===== src/rtl/ram_arb_pkg.sv =====
// ---------------------------------------------------------------------------
// ram_arb_pkg
// Shared types for the two-controller Wishbone RAM arbiter.
//   state_e    : arbiter FSM state (IDLE, ISSUE, WAIT_ACK)
//   port_idx_t : controller port index (0 or 1)
// ---------------------------------------------------------------------------
package ram_arb_pkg;

    typedef enum logic [1:0] {
        IDLE     = 2'd0,
        ISSUE    = 2'd1,
        WAIT_ACK = 2'd2
    } state_e;

    typedef logic port_idx_t;

    // Port 1 counts as "granted last" out of reset, so port 0 wins the
    // first simultaneous request under round-robin.
    localparam port_idx_t RESET_LAST_GRANT = 1'b1;

endpackage


===== src/rtl/ram_arb_select.sv =====
// ---------------------------------------------------------------------------
// ram_arb_select
// Combinational grant selection between two requesting controllers.
// Build option RAM_ARB_ROUND_ROBIN_EN:
//   defined   : simultaneous requests go to the port not granted last
//   undefined : fixed priority, port 0 always wins (last_grant unused)
// Ports:
//   req[1:0]    in  : request per controller port
//   last_grant  in  : port granted by the previous transaction
//   grant       out : selected port (valid only when grant_valid)
//   grant_valid out : at least one port is requesting
// ---------------------------------------------------------------------------
module ram_arb_select
    import ram_arb_pkg::*;
(
    input  logic [1:0] req,
    input  port_idx_t  last_grant,
    output port_idx_t  grant,
    output logic       grant_valid
);

    assign grant_valid = |req;

`ifdef RAM_ARB_ROUND_ROBIN_EN
    // Contention alternates; a lone requester wins outright.
    assign grant = (req == 2'b11) ? port_idx_t'(~last_grant) : port_idx_t'(req[1]);
`else
    // Port 1 is selected only when port 0 is not asking.
    assign grant = port_idx_t'(~req[0]);

    logic unused_last_grant;
    assign unused_last_grant = last_grant;
`endif

endmodule


===== src/rtl/ram_arbiter.sv =====
// ---------------------------------------------------------------------------
// ram_arbiter
// Arbitrates two Wishbone B4 pipelined controllers onto one pipelined
// peripheral port, one transaction outstanding at a time.
// Build option RAM_ARB_ROUND_ROBIN_EN selects round-robin instead of fixed
// priority (see ram_arb_select).
// Ports:
//   wb_clock_i, wb_reset_ni       : clock, async active-low reset
//   mN_addr_i/data_i/we_i         : controller N request (N = 0, 1)
//   mN_cycle_i/strobe_i           : controller N CYC/STB
//   mN_data_o/ack_o/stall_o       : controller N response
//   wbp_addr_o/data_o/we_o        : peripheral request
//   wbp_cycle_o/strobe_o          : peripheral CYC/STB
//   wbp_data_i/stall_i/ack_i      : peripheral response
// ---------------------------------------------------------------------------
module ram_arbiter
    import ram_arb_pkg::*;
#(
    parameter int DATA_WIDTH = 8,
    parameter int ADDR_WIDTH = 17
) (
    input  logic                  wb_clock_i,
    input  logic                  wb_reset_ni,
    input  logic [ADDR_WIDTH-1:0] m0_addr_i,
    input  logic [DATA_WIDTH-1:0] m0_data_i,
    output logic [DATA_WIDTH-1:0] m0_data_o,
    input  logic                  m0_we_i,
    input  logic                  m0_cycle_i,
    input  logic                  m0_strobe_i,
    output logic                  m0_stall_o,
    output logic                  m0_ack_o,
    input  logic [ADDR_WIDTH-1:0] m1_addr_i,
    input  logic [DATA_WIDTH-1:0] m1_data_i,
    output logic [DATA_WIDTH-1:0] m1_data_o,
    input  logic                  m1_we_i,
    input  logic                  m1_cycle_i,
    input  logic                  m1_strobe_i,
    output logic                  m1_stall_o,
    output logic                  m1_ack_o,
    output logic [ADDR_WIDTH-1:0] wbp_addr_o,
    output logic [DATA_WIDTH-1:0] wbp_data_o,
    input  logic [DATA_WIDTH-1:0] wbp_data_i,
    output logic                  wbp_we_o,
    output logic                  wbp_cycle_o,
    output logic                  wbp_strobe_o,
    input  logic                  wbp_stall_i,
    input  logic                  wbp_ack_i
);

    state_e                state_q, state_d;
    port_idx_t             grant_q, grant_d;     // owner of the current transaction
    logic [ADDR_WIDTH-1:0] addr_q, addr_d;
    logic [DATA_WIDTH-1:0] wdata_q, wdata_d;
    logic                  we_q, we_d;
    logic                  aborted_q, aborted_d; // owner dropped CYC mid-transaction
    logic [1:0]            ack_q, ack_d;
    logic [DATA_WIDTH-1:0] rdata0_q, rdata0_d;
    logic [DATA_WIDTH-1:0] rdata1_q, rdata1_d;

    logic [1:0] req;
    port_idx_t  last_grant;
    port_idx_t  sel_grant;
    logic       sel_valid;
    logic       grant_ok;
    logic       owner_cyc;

    assign req = {m1_cycle_i & m1_strobe_i, m0_cycle_i & m0_strobe_i};

`ifdef RAM_ARB_ROUND_ROBIN_EN
    // The transaction owner register doubles as the last-grant history.
    assign last_grant = grant_q;
`else
    assign last_grant = RESET_LAST_GRANT;
`endif

    ram_arb_select u_select (
        .req         (req),
        .last_grant  (last_grant),
        .grant       (sel_grant),
        .grant_valid (sel_valid)
    );

    // No grant while an ack is being returned: the next acceptance is the
    // cycle after the ack pulse.
    assign grant_ok  = (state_q == IDLE) && sel_valid && (ack_q == 2'b00);
    assign owner_cyc = grant_q ? m1_cycle_i : m0_cycle_i;

    always_comb begin
        // NOTE: every _d gets a default before the case, so no path can leave
        // a signal unassigned and infer a latch.
        state_d   = state_q;
        grant_d   = grant_q;
        addr_d    = addr_q;
        wdata_d   = wdata_q;
        we_d      = we_q;
        aborted_d = aborted_q;
        ack_d     = 2'b00;
        rdata0_d  = rdata0_q;
        rdata1_d  = rdata1_q;

        case (state_q)
            IDLE: begin
                if (grant_ok) begin
                    grant_d   = sel_grant;
                    addr_d    = sel_grant ? m1_addr_i : m0_addr_i;
                    wdata_d   = sel_grant ? m1_data_i : m0_data_i;
                    we_d      = sel_grant ? m1_we_i   : m0_we_i;
                    aborted_d = 1'b0;
                    state_d   = ISSUE;
                end
            end
            ISSUE: begin
                if (!owner_cyc) aborted_d = 1'b1;
                if (!wbp_stall_i) state_d = WAIT_ACK;
            end
            WAIT_ACK: begin
                if (!owner_cyc) aborted_d = 1'b1;
                if (wbp_ack_i) begin
                    state_d = IDLE;
                    // An abandoned transaction completes silently on the
                    // controller side: no ack and no data update.
                    if (!aborted_q && owner_cyc) begin
                        if (grant_q) begin
                            ack_d[1] = 1'b1;
                            rdata1_d = wbp_data_i;
                        end else begin
                            ack_d[0] = 1'b1;
                            rdata0_d = wbp_data_i;
                        end
                    end
                end
            end
            default: state_d = IDLE;
        endcase
    end

    // NOTE: sequential state uses non-blocking assignments only, so every
    // register samples the pre-edge values regardless of statement order.
    always_ff @(posedge wb_clock_i or negedge wb_reset_ni) begin
        if (!wb_reset_ni) begin
            state_q   <= IDLE;
            grant_q   <= RESET_LAST_GRANT;
            addr_q    <= '0;
            wdata_q   <= '0;
            we_q      <= 1'b0;
            aborted_q <= 1'b0;
            ack_q     <= 2'b00;
            rdata0_q  <= '0;
            rdata1_q  <= '0;
        end else begin
            state_q   <= state_d;
            grant_q   <= grant_d;
            addr_q    <= addr_d;
            wdata_q   <= wdata_d;
            we_q      <= we_d;
            aborted_q <= aborted_d;
            ack_q     <= ack_d;
            rdata0_q  <= rdata0_d;
            rdata1_q  <= rdata1_d;
        end
    end

    // Bus controls decode straight from state so reset drops CYC at once.
    assign wbp_cycle_o  = (state_q != IDLE);
    assign wbp_strobe_o = (state_q == ISSUE);
    assign wbp_addr_o   = addr_q;
    assign wbp_data_o   = wdata_q;
    assign wbp_we_o     = we_q;

    assign m0_stall_o = ~(grant_ok && (sel_grant == 1'b0));
    assign m1_stall_o = ~(grant_ok && (sel_grant == 1'b1));
    assign m0_ack_o   = ack_q[0];
    assign m1_ack_o   = ack_q[1];
    assign m0_data_o  = rdata0_q;
    assign m1_data_o  = rdata1_q;

endmodule


===== config.mk =====
export PLATFORM = sky130hd
export DESIGN_NAME = ram_arbiter
export DESIGN_NICKNAME = d
export VERILOG_FILES = /design/src/rtl/ram_arb_pkg.sv /design/src/rtl/ram_arb_select.sv /design/src/rtl/ram_arbiter.sv
export SDC_FILE = /design/constraint.sdc
export NUM_CORES = 1
export LEC_CHECK = 0
export BUFFER_PORTS_ARGS = -buffer_cell sky130_fd_sc_hd__buf_4
export CAP_MARGIN = 20
export CORE_MARGIN = 5
export CORE_UTILIZATION = 33
export CTS_BUF_LIST = sky130_fd_sc_hd__clkbuf_4
export CTS_CLUSTER_SIZE = 10
export DETAILED_ROUTE_END_ITERATION = 10
export PLACE_DENSITY = 0.58
export SLEW_MARGIN = 20
export SYNTH_ARGS = -nofsm -noshare
export SYNTH_HDL_FRONTEND = slang
export SYNTH_HIERARCHICAL = 1
export SYNTH_SLANG_ARGS = --single-unit

===== constraint.sdc =====
create_clock -name wb_clock_i -period 2.1 [get_ports wb_clock_i]
set_clock_uncertainty 0.1 [all_clocks]
set_input_delay 0.105 -clock wb_clock_i [delete_from_list [all_inputs] [get_ports wb_clock_i]]
set_output_delay 0.105 -clock wb_clock_i [all_outputs]
set_load 0.1 [all_outputs]

# After elaboration in Yosys (flattened, before gate mapping)
# Index checks and enable logic that the tools add are counted.
[totals] regBits=48 out_inout_bits=48
[classes] eq_ne=6 n_mux=16 bitwise_logic=6 n_reduce_logical=17
[op_table] op="$mux 17" count=1
[op_table] op="$mux 2" count=6
[op_table] op="$mux 8" count=1
[op_table] op="$ne 2x2->1 const B" count=4
[op_table] op="$reduce_and 4->1" count=2
[op_table] op="$mux 1" count=6
[op_table] op="$pmux 2 s3" count=1
[op_table] op="$reduce_and 3->1" count=2
[op_table] op="$logic_and 1x1->1" count=5
[op_table] op="$logic_not 2->1" count=2
[op_table] op="$not 1->1" count=4
[op_table] op="$reduce_bool 2->1" count=2
[op_table] op="$reduce_or 2->1" count=2
[op_table] op="$and 1x1->1" count=2
[op_table] op="$eq 2x1->1 const B" count=1
[op_table] op="$eq 2x2->1 const B" count=1
[op_table] op="$pmux 1 s2" count=1
[op_table] op="$reduce_and 2->1" count=1
[op_table] op="$logic_not 1->1" count=1

# Longest topological paths before layout
[depth] depth_word=6 depth_mapped=7 mapped_depth_nobuf=5

# Modules after synthesis
# The synthesis kept the hierarchy.
[by_module_without_submodules] module="ram_arbiter" instances=1 cells_each=180 area_per_inst_um2=2122.0 seq_area_each_um2=1202.4
[by_module_without_submodules] module="ram_arb_select" instances=1 cells_each=2 area_per_inst_um2=10.0 seq_area_each_um2=0.0

# Worst setup path after synthesis
# No wires, ideal clock.
[synth_timing] path_kind="register -> register" start="register ack_q[0]" end="register grant_q" setup_ns=0.082 arrival_time_ns=2.103 required_time_ns=1.918 setup_slack_ns=-0.184 stages_incl_launch_ff=4 synth_period_minus_slack_ns=2.284 path_cell_list="dfrtp_1 -> nor4bb_1 -> nand2_1 -> nand2_1"
[synth_between] elab_chain_cells=3
[synth_lines] element="start: declaration" line_no="ram_arbiter.sv:56" source="logic [1:0] ack_q, ack_d;"
[synth_lines] element="start signal: assignment" line_no="ram_arbiter.sv:157" source="ack_q <= ack_d;"
[synth_lines] element="$logic_not 2->1" line_no="ram_arbiter.sv:85" source="assign grant_ok = (state_q == IDLE) && sel_valid && (ack_q == 2'b00);"
[synth_lines] element="$logic_and 1x1->1" line_no="ram_arbiter.sv:85"
[synth_lines] element="$reduce_and 2->1 (no line)"
[synth_lines] element="end signal: assignment" line_no="ram_arbiter.sv:152" source="grant_q <= grant_d;"
[synth_lines] element="end: declaration" line_no="ram_arbiter.sv:51" source="port_idx_t grant_q, grant_d;"
# Every way passes these cells.
# A chain may end at the register's enable or synchronous reset.

# Worst setup path in the final report
[layout_timing] start="input m0_cycle_i" end="register addr_q[1], in the netlist wbp_addr_o[1]"
[layout_between] elab_chain_cells=5
[layout_lines] element="start: declaration" line_no="ram_arbiter.sv:28" source="input logic m0_cycle_i,"
[layout_lines] element="$and 1x1->1 (*)" line_no="ram_arbiter.sv:67" source="assign req = {m1_cycle_i & m1_strobe_i, m0_cycle_i & m0_strobe_i};"
[layout_lines] element="named net req[0]" line_no="ram_arbiter.sv:60" source="logic [1:0] req;"
[layout_lines] element="$reduce_or 2->1" line_no="ram_arb_select.sv:22" source="assign grant_valid = |req;"
[layout_lines] element="$logic_and 1x1->1 (2 in series)" line_no="ram_arbiter.sv:85"
[layout_lines] element="$reduce_and 2->1 (no line)"
[layout_lines] element="end signal: assignment" line_no="ram_arbiter.sv:153" source="addr_q <= addr_d;"
[layout_lines] element="end: declaration" line_no="ram_arbiter.sv:52" source="logic [ADDR_WIDTH-1:0] addr_q, addr_d;"
# The timed path passes the listed nets; every way through them passes the cells marked *.

==> flow_results.xml <==
<?xml version="1.0" encoding="UTF-8"?>
<metrics>
  <group name="outcome">
    <metric name="outcome" unit="">completed</metric>
  </group>
  <group name="yosys">
    <metric name="yosysWarnings" unit="">6</metric>
    <metric name="synth_fp_nets" unit="">254</metric>
    <metric name="syn-mean-instance-area" unit="µm²">11.76</metric>
    <metric name="synthesis.instances" unit="">181</metric>
    <metric name="synthesis.area" unit="mm²">0.002128</metric>
  </group>
  <group name="floorplan">
    <metric name="fp.dieArea" unit="mm²">0.008155</metric>
    <metric name="number_of_rows_created_at_floorplan" unit="">29</metric>
    <metric name="core_region_area" unit="mm²">0.006314</metric>
    <metric name="die_height" unit="µm">90.31</metric>
    <metric name="io_pins" unit="">116</metric>
    <metric name="die_width" unit="µm">90.31</metric>
    <metric name="start_util" unit="">0.3371</metric>
  </group>
  <group name="clock_tree">
    <metric name="worstSkewPairLatency" unit="ns">0.35</metric>
    <metric name="clockRootBuffer" unit="">sky130_fd_sc_hd__clkbuf_4</metric>
    <metric name="clk_pin_slew_worst_paths" unit="ns">0.14</metric>
    <metric name="tritoncts_clock_tree" unit="">yes</metric>
    <metric name="cts-buffers-inserted" unit="">5</metric>
    <metric name="cts.htree.levels" unit="">2</metric>
    <metric name="ctsLongestPathBuffers" unit="">2</metric>
    <metric name="numClockSinks" unit="">48</metric>
  </group>
  <group name="routing">
    <metric name="detail_route.wl_per_cell" unit="µm">13.71</metric>
    <metric name="drc" unit="">0</metric>
    <metric name="vias" unit="">1980</metric>
    <metric name="routed_via_density" unit="">4.490</metric>
    <metric name="detail-route-antenna-nets" unit="">0</metric>
    <metric name="drt_iter0_drc" unit="">54</metric>
    <metric name="wl" unit="µm">6048</metric>
    <metric name="first_pass_iters" unit="">4</metric>
  </group>
  <group name="placed_design">
    <metric name="port_buffers" unit="">115</metric>
    <metric name="pre_cts_slack" unit="ns">0.2486</metric>
    <metric name="post_dp_cell_area" unit="mm²">0.003095</metric>
    <metric name="dp.final_hpwl" unit="µm">4261</metric>
    <metric name="place_congestion" unit="">0.6755</metric>
  </group>
  <group name="final_layout">
    <metric name="layout-area-overhead-vs-synth" unit="%">82.83</metric>
    <metric name="nNetsFinal" unit="">436</metric>
    <metric name="mostFrequentLayoutCell" unit="">sky130_fd_sc_hd__buf_4</metric>
    <metric name="most-common-layout-cells" unit="">118 x sky130_fd_sc_hd__buf_4, 63 x sky130_fd_sc_hd__dlygate4sd3_1, 46 x sky130_fd_sc_hd__dfrtp_1</metric>
    <metric name="antenna_cells" unit="">0</metric>
    <metric name="postLayoutCellArea" unit="mm²">0.003891</metric>
    <metric name="filler_cell_count" unit="">546</metric>
    <metric name="final_layout_size_suffix_gt1_frac" unit="">0.4313</metric>
  </group>
  <group name="job">
    <metric name="cap_viol_max_count" unit="">0</metric>
  </group>
  <group name="setup_path">
    <metric name="crit_path_end_kind" unit="">flop</metric>
    <metric name="number_of_cells_traversed_by_the_worst_register_to_register_path" unit="">5</metric>
    <metric name="ff2ff_setup_slack" unit="ns">0.28</metric>
    <metric name="cp_data_required_time" unit="ns">2.23</metric>
    <metric name="regToRegEndpoint" unit="">m1_data_o[5]</metric>
    <metric name="timing.setup.critical_path_class" unit="">in -&gt; reg</metric>
    <metric name="crit_path_max_fanout" unit="">18</metric>
    <metric name="worst_setup_path_startpoint" unit="">m0_cycle_i</metric>
    <metric name="worst_setup_path_start_kind" unit="">primary input</metric>
    <metric name="crit-reg2reg-launch" unit="">state_q[0]</metric>
    <metric name="critical_path_data_arrival_time" unit="ns">2.16</metric>
  </group>
  <group name="min_path">
    <metric name="hold_path_depth" unit="">3</metric>
    <metric name="worst_hold_check_path_type" unit="">in -&gt; reg</metric>
    <metric name="worst_hold_startpoint" unit="">wbp_ack_i</metric>
    <metric name="hold_end" unit="">ack_q[1]</metric>
  </group>
  <group name="grt">
    <metric name="grt_pass1_vias" unit="">2109</metric>
    <metric name="overflow" unit="">0</metric>
    <metric name="global_route_wire_length_before_repair" unit="µm">10280</metric>
    <metric name="grt_antenna_before_repair" unit="">0</metric>
    <metric name="largest_net_degree_at_the_start_of_global_routing" unit="">55</metric>
    <metric name="global_route.usage.total" unit="">0.1525</metric>
  </group>
  <group name="timing">
    <metric name="setup-tns-final" unit="ns">0</metric>
    <metric name="period_needed" unit="ns">2.025</metric>
    <metric name="max_slew_violations" unit="">0</metric>
    <metric name="worstMarginPinSlew" unit="ns">0.5990</metric>
    <metric name="rsz_0062_raised_after_global_routing" unit="">false</metric>
    <metric name="finalSetupViolations" unit="">0</metric>
    <metric name="max_slew_margin" unit="">0.6007</metric>
    <metric name="final_min_period_over_clock_period" unit="">0.9644</metric>
    <metric name="setup_ws" unit="ns">0.07484</metric>
    <metric name="final_hold_fails" unit="">0</metric>
    <metric name="timing.fmax" unit="GHz">0.4938</metric>
  </group>
</metrics>
## worst max-delay path, stage by stage
cell and delay, ns:
sky130_fd_sc_hd__dlygate4sd3_1 0.54, sky130_fd_sc_hd__buf_4 0.14, sky130_fd_sc_hd__and2_1 0.16, sky130_fd_sc_hd__inv_1 0.09, sky130_fd_sc_hd__buf_6 0.24, sky130_fd_sc_hd__mux2i_1 0.22
sky130_fd_sc_hd__dlygate4sd3_1 0.57, sky130_fd_sc_hd__o21ai_0 0.08
## metrics by stage
stage	util	hold slack, ns	cells
2_1_floorplan	-	-0.2906	181
3_3_place_gp	0.4903	0.06510	369
3_5_place_dp	0.4903	0.06585	369
4_1_cts	0.6120	0.03667	440
5_1_grt	0.6163	0.04807	441
6_report	0.6163	0.05501	441
## area by class of cell
| class | count | area [µm²] | share of cell area |
|---|---|---|---|
| clock buffer | 5 | 37.54 | 0.009646 |
| timing repair buffer | 184 | 1550 | 0.3984 |
| clock inverter | 3 | 90.09 | 0.02315 |
| inverter | 5 | 18.77 | 0.004823 |
| tap | 77 | 96.34 | 0.02476 |
| sequential | 48 | 1204 | 0.3093 |
| multi-input combinational | 119 | 894.6 | 0.2299 |
## per-layer routing
layer  routed length, µm  vias up  track usage  share of wire
li1                    -      984            -              -
met1                2476      922       0.1864           0.41
met2                3085       66       0.2598           0.51
met3                 396        8      0.04750          0.065
met4                  89        0      0.04094          0.015
met5                   0        -            0              0
## sequential cells by signal, summed over array words and instances (netlist names)
signal      cells
wbp_addr_o     17
m0_data_o       8
m1_data_o       8
wbp_data_o      8
ack_q           2
state_q         2
aborted_q       1
grant_q         1
wbp_we_o        1
## worst max path at each step
stage / slack, ns / endpoint / depth (start not counted)
6_report: 0.07 / wbp_addr_o[1] / 8
5_1_grt: 0.02 / m1_stall_o / 6
4_1_cts: 0.009 / m1_stall_o / 6
3_5_place_dp: 0.25 / m1_data_o[5] / 5
3_3_place_gp: 0.31 / m1_data_o[2] / 5
2_1_floorplan: -0.08 / m0_stall_o / 2
## what timing repair did
| action | 4_1_cts | 5_1_grt |
|---|---|---|
| pin swaps | 0 | 0 |
| hold buffers | 63 | 0 |
| endpoints found under the setup margin | 2 | 6 |
| setup buffers | 0 | 1 |
| gates resized for setup | 3 | 5 |
| hold endpoints to repair | 91 | 0 |
Power is left out: the tool's default activity adds up to more than one toggle a clock period on the data nets, which glitch-free logic cannot reach.
